===== src/rtl/conv3x3_window_mac.sv =====
// 3x3 sliding-window convolution MAC.
// Pixels arrive one kernel row at a time (row_sel 0,1,2) and are assembled into a column;
// each completed column shifts into the window. Once three columns are present, every
// further column launches a two-stage multiply/add-tree pipeline producing one result.
module conv3x3_window_mac #(
   parameter int unsigned DW = 8,
   parameter int unsigned WW = 8,
   parameter int unsigned OW = 21
) (
   input  logic          clk,
   input  logic          rst,
   input  logic          line_start,
   input  logic          pix_valid,
   input  logic [1:0]    row_sel,
   input  logic          pad,
   input  logic [DW-1:0] pix_in,
   input  logic          w_we,
   input  logic [3:0]    w_idx,
   input  logic [WW-1:0] w_data,
   output logic [OW-1:0] conv_out,
   output logic          out_valid,
   output logic          seq_err
);

   // Product width: zero-extended pixel (DW+1) times signed weight (WW).
   localparam int unsigned PW = DW + WW + 1;

   typedef enum logic [1:0] {StFill0, StFill1, StFill2, StRun} state_e;

   state_e                   state_q, state_d;
   logic [1:0]               exp_row_q, exp_row_d;
   logic [1:0][DW-1:0]       part_q, part_d;     // rows 0 and 1 of the column being built
   logic [2:0][2:0][DW-1:0]  win_q, win_d;       // [col][row]
   logic [8:0][WW-1:0]       weight_q;           // row-major, idx = 3*row + col
   logic                     seq_err_q, seq_err_d;
   logic                     commit;
   logic                     launch;
   logic                     prod_valid_q;
   logic signed [OW-1:0]     sum;
   logic [OW-1:0]            conv_q;
   logic                     out_valid_q;
   logic [DW-1:0]            eff_pix;

   assign eff_pix = pad ? '0 : pix_in;

   // Column assembly, window shift and fill-state sequencing.
   always_comb begin
      state_d   = state_q;
      exp_row_d = exp_row_q;
      part_d    = part_q;
      win_d     = win_q;
      seq_err_d = seq_err_q;
      commit    = 1'b0;
      if (line_start) begin
         // Dominant: a pixel presented alongside line_start is dropped.
         state_d   = StFill0;
         exp_row_d = 2'd0;
         part_d    = '0;
         win_d     = '0;
      end else if (pix_valid) begin
         if (row_sel == exp_row_q) begin
            case (exp_row_q)
               2'd0: begin
                  part_d[0] = eff_pix;
                  exp_row_d = 2'd1;
               end
               2'd1: begin
                  part_d[1] = eff_pix;
                  exp_row_d = 2'd2;
               end
               default: begin
                  commit       = 1'b1;
                  exp_row_d    = 2'd0;
                  part_d       = '0;
                  win_d[0]     = win_q[1];
                  win_d[1]     = win_q[2];
                  win_d[2][0]  = part_q[0];
                  win_d[2][1]  = part_q[1];
                  win_d[2][2]  = eff_pix;
               end
            endcase
         end else begin
            // Out-of-order row: drop the partial column; a row-0 pixel restarts it.
            seq_err_d = 1'b1;
            part_d    = '0;
            if (row_sel == 2'd0) begin
               part_d[0] = eff_pix;
               exp_row_d = 2'd1;
            end else begin
               exp_row_d = 2'd0;
            end
         end
         if (commit) begin
            case (state_q)
               StFill0: state_d = StFill1;
               StFill1: state_d = StFill2;
               default: state_d = StRun;
            endcase
         end
      end
   end

   assign launch = commit && ((state_q == StFill2) || (state_q == StRun));

   // Window, column and FSM state registers.
   always_ff @(posedge clk or posedge rst) begin
      if (rst) begin
         state_q   <= StFill0;
         exp_row_q <= 2'd0;
         part_q    <= '0;
         win_q     <= '0;
         seq_err_q <= 1'b0;
      end else begin
         state_q   <= state_d;
         exp_row_q <= exp_row_d;
         part_q    <= part_d;
         win_q     <= win_d;
         seq_err_q <= seq_err_d;
      end
   end

   // Weight file; indices 9..15 are ignored.
   always_ff @(posedge clk or posedge rst) begin
      if (rst) begin
         weight_q <= '0;
      end else if (w_we && (w_idx < 4'd9)) begin
         weight_q[w_idx] <= w_data;
      end
   end

   // Stage 1: nine products of the post-commit window with the weights as they stand
   // before any same-cycle write, which snapshots the weights at launch.
   for (genvar k = 0; k < 9; k++) begin : g_prod
      localparam int unsigned R = k / 3;
      localparam int unsigned C = k % 3;
      logic signed [PW-1:0] pix_ext;
      logic signed [PW-1:0] w_ext;
      logic signed [PW-1:0] prod_d;
      logic signed [PW-1:0] prod_q;

      assign pix_ext = PW'({1'b0, win_d[C][R]});
      assign w_ext   = PW'($signed(weight_q[k]));
      assign prod_d  = pix_ext * w_ext;

      // Product register, loaded only on launch.
      always_ff @(posedge clk or posedge rst) begin
         if (rst) begin
            prod_q <= '0;
         end else if (launch) begin
            prod_q <= prod_d;
         end
      end
   end

   // Stage-1 valid flag.
   always_ff @(posedge clk or posedge rst) begin
      if (rst) begin
         prod_valid_q <= 1'b0;
      end else begin
         prod_valid_q <= launch;
      end
   end

   // Stage 2 adder tree, full precision (OW covers 9 sign-extended products).
   always_comb begin
      sum = OW'(g_prod[0].prod_q) + OW'(g_prod[1].prod_q) + OW'(g_prod[2].prod_q)
          + OW'(g_prod[3].prod_q) + OW'(g_prod[4].prod_q) + OW'(g_prod[5].prod_q)
          + OW'(g_prod[6].prod_q) + OW'(g_prod[7].prod_q) + OW'(g_prod[8].prod_q);
   end

   // Result register; holds between pulses.
   always_ff @(posedge clk or posedge rst) begin
      if (rst) begin
         conv_q      <= '0;
         out_valid_q <= 1'b0;
      end else begin
         out_valid_q <= prod_valid_q;
         if (prod_valid_q) begin
            conv_q <= sum;
         end
      end
   end

   assign conv_out  = conv_q;
   assign out_valid = out_valid_q;
   assign seq_err   = seq_err_q;

endmodule


===== config.mk =====
export PLATFORM = sky130hd
export DESIGN_NAME = conv3x3_window_mac
export DESIGN_NICKNAME = d
export VERILOG_FILES = /design/src/rtl/conv3x3_window_mac.sv
export SDC_FILE = /design/constraint.sdc
export NUM_CORES = 2
export LEC_CHECK = 0
export ABC_AREA = 1
export BUFFER_PORTS_ARGS = -buffer_cell sky130_fd_sc_hd__buf_2
export CAP_MARGIN = 5
export CORE_UTILIZATION = 44
export CTS_CLUSTER_DIAMETER = 100
export DETAILED_ROUTE_END_ITERATION = 8
export SKIP_LAST_GASP = 1
export SYNTH_ARGS = -nofsm -noshare
export SYNTH_HDL_FRONTEND = slang
export SYNTH_SLANG_ARGS = --single-unit

===== constraint.sdc =====
create_clock -name clk -period 13.9 [get_ports clk]
set_input_delay 1.39 -clock clk [delete_from_list [all_inputs] [get_ports clk]]
set_output_delay 1.39 -clock clk [all_outputs]
set_load 0.03 [all_outputs]

==> flow_metrics.py <==
metrics = {
    "run_status": {
        "outcome": "finished, final reports clean",
    },
    "sta": {
        "finClkSkew_ns": 0.0385,
        "relSlewSlack_pct": 24.1,
        "max_freq_mhz": 135,
        "worst_pin_slew_ns": 1.13,
        "fin_crit_sh_pct": 53.2,
        "rsz0062_at_grt": "false",
        "finalMaxSlewViolations": 0,
        "setup_tns_ns": 0,
        "min_period_ns": 7.40,
        "setup_viol_count_final": 0,
        "hold_viol": 0,
    },
    "synthesis": {
        "netlist_area_mm2": 0.0371,
        "netlist_top_cells_area": "fa_1 25%, dfrtp_1 23%, ha_1 14%",
        "async_reset_ff_share_pct": 100,
        "ys_types": 40,
        "synth-seq-area-share_pct": 23.0,
        "synth_cells": 4397,
        "avgSynthCellArea_um2": 8.44,
        "syn-num-nets": 5288,
        "synth_edf_count": 0,
        "ys_warn_count": 0,
        "synth_seq_cells": 341,
        "synth_ff_type": "dfrtp_1",
        "synth_top_cell_by_area": "fa_1",
        "synth_top_area_share_pct": 24.5,
    },
    "pwr": {
        "switching_power_uw": 1110,
        "vdd_ir_drop_max_mv": 0.116,
        "p_seq_share_pct": 34.8,
        "p_int_uw": 2070,
        "sw_frac_of_total_pct": 34.9,
        "p_comb_share_pct": 24.7,
        "clkPwrFrac_pct": 40.5,
        "power_density_mw_per_mm2": 79.3,
        "cellLeakagePower_uw": 0.0211,
    },
    "detailed_routing": {
        "antenna_left": 0,
        "vias": 27900,
        "viasPerCell": 5.01,
        "drtIter0Drc": 1926,
        "routed_wl_um": 100000,
        "wl_per_cell_um": 18.1,
        "drtPass1Iterations": 6,
        "drc": 0,
    },
    "cells_and_area": {
        "post-route-cell-area_mm2": 0.0401,
        "regArea_mm2": 0.00853,
        "fin_nets": 5333,
        "final_common_cell": "inv_1",
        "layout_common_cells": "943 x inv_1, 870 x nand2_1, 550 x nor2_1",
        "areaGrowthSynthToFinish_pct": 7.97,
        "drive_above_1_share_pct": 6.12,
        "multi_input_area_mm2": 0.0244,
        "num-fill-cells": 8222,
    },
    "die": {
        "placeableCoreArea_mm2": 0.0836,
        "io-pin-count": 51,
        "dieArea_mm2": 0.0855,
        "initial_utilization_pct": 44.4,
        "rows": 106,
        "fp.dieH_um": 292,
        "die_w_um": 292,
    },
    "clock_tree": {
        "clk_pin_slew_worst_paths_ns": 0.06,
        "cts_tree": "built",
        "cts.sinks": 341,
        "cts_max_path_buffers": 3,
        "root_buffer": "clkbuf_16",
        "cts_buffers": 46,
        "cts_hold_buf": 0,
        "h-tree-depth": 2,
        "cts_setup_buffers": 0,
        "cts_resized": 0,
        "clock_latency_ns": 0.62,
    },
    "critical_path": {
        "start_kind": "input pin",
        "slowest_delay_ns": 0.75,
        "worstSetupEndpointType": "flip-flop",
        "worst_ep_arrival_time_ns": 7.90,
        "cp_slowest_cell": "buf_4",
        "regToRegSetupSlack_ns": 6.95,
        "worst-setup-path-type": "in -> reg",
        "required_ns": 14.40,
        "path_delay_family": "adder cells",
        "critical_path.max_fanout": 24,
        "crit_buf_inv": 8,
    },
    "place": {
        "place_area_mm2": 0.0384,
        "gp_congestion": 0.922,
        "io_buffers": 50,
        "dp_hpwl_um": 82000,
    },
    "global_route": {
        "grt_overflow": 0,
        "grt_pass1_wl_um": 161000,
        "first_global_vias": 28300,
        "track_usage_pct": 24.4,
        "grt_max_degree": 164,
        "grt_antenna_before_repair": 1,
    },
    "hold_path": {
        "worstHoldPathType": "reg -> reg",
    },
    "job": {
        "drv_cap": 0,
    },
}
-- power groups by stage --
stage	clock network, µW	logic, µW	registers (µW)
floorplan	0	561	1100
global placement	0	776	1120
CTS	1310	783	1100
global route	1350	894	1110
finish	1290	784	1110
detailed placement	0	777	1120
-- per-stage QoR --
step | setup WS [ns] | cells | hold WS, ns | util (%) | power, µW
after global placement | 6.04 | 5474 | 0.450 | 46.0 | 1900
after global routing | 6.26 | 5558 | 0.479 | 48.0 | 3360
after CTS | 6.60 | 5558 | 0.468 | 48.0 | 3200
final | 6.50 | 5559 | 0.466 | 48.0 | 3180
after detailed placement | 5.94 | 5474 | 0.453 | 46.0 | 1900
after floorplan | 3.06 | 4397 | 0.393 | - | 1660
-- Yosys cell counts, types with 8 or more instances --
| cell type | number |
|---|---|
| a21oi_1 | 77 |
| o22ai_4 | 60 |
| o21ai_0 | 195 |
| fa_1 | 455 |
| nor3_1 | 17 |
| inv_1 | 944 |
| nand3b_1 | 11 |
| a31oi_1 | 13 |
| nor2_1 | 550 |
| inv_2 | 66 |
| ha_1 | 408 |
| nand4_1 | 30 |
| o21bai_1 | 8 |
| dfrtp_1 | 341 |
| nand3_1 | 164 |
| buf_2 | 18 |
| nand2_1 | 871 |
| o31ai_1 | 8 |
| clkbuf_1 | 24 |
| xor2_1 | 25 |
| o21ai_1 | 23 |
| xnor2_1 | 42 |
-- worst register-to-register path, cell delays in order, from the launching register on --
cell and delay, ns:
dfrtp_1 0.40, xnor2_1 0.20, nand3_1 0.19, nand2_4 0.52, buf_4 0.71, buf_4 0.77
o22ai_4 0.20, inv_2 0.19, nor2_1 0.08, fa_1 0.51, inv_1 0.05, fa_1 0.53
inv_1 0.05, fa_1 0.48, inv_1 0.05, fa_1 0.47, inv_1 0.04, ha_1 0.35
nand2_1 0.09, o21ai_0 0.47, nand4_1 0.19, nand3_1 0.12, nand2_1 0.05, nand3_1 0.07
nand2_1 0.07
-- final timing paths --
kind	depth (start not counted)	endpoint	startpoint
worst min register to register	2	conv_out[0]	conv_out[0]
min in group asynchronous	2	g_prod[4].w_ext[7]	rst
worst max-delay path	25	g_prod[7].prod_q[16]	row_sel[0]
worst min-delay path	2	conv_out[0]	conv_out[0]
max in group asynchronous	4	part_q[4]	rst
worst max register to register	24	g_prod[7].prod_q[16]	exp_row_q[0]
-- routing by layer --
metal | share of wire (%) | up-vias | track usage, %
met5 | 0 | - | 0
met4 | 2.3 | 0 | 6.12
met1 | 48 | 13600 | 34.8
met3 | 5.1 | 113 | 3.58
li1 | - | 13500 | -
met2 | 45 | 669 | 38.8
-- registers in the layout, summed over array words and instances, names as in the netlist --
register       cells
out_valid          1
part_q            16
win_q             72
conv_out          21
exp_row_q          2
prod_valid_q       1
state_q            2
g_prod.prod_q    153
g_prod.w_ext      72
seq_err            1
-- area by class of cell --
cell class              count  share of cell area [%]
flip-flops and latches    341                    21.3
diodes                      1                 0.00625
clock buffers              56                    3.04
multi-input cells        2979                    60.9
well taps                1080                    3.37
repair buffers             59                   0.824
clock inverters            28                    1.02
inverters                1015                    9.54
-- kinds of logic (layout without fill, tap and decap cells) --
| family | Yosys count | in the layout | share of synthesized area (%) |
|---|---|---|---|
| compound gates | 401 | 401 | 8.13 |
| xor+xnor | 67 | 67 | 1.58 |
| fa+ha+maj | 863 | 863 | 38.3 |
| buf+inv | 1077 | 1158 | 11.3 |
| flops | 341 | 341 | 23.0 |
| other cells | 0 | 1 | 0 |
| simple gates | 1648 | 1648 | 17.7 |
(Power assumes the default switching activity.)
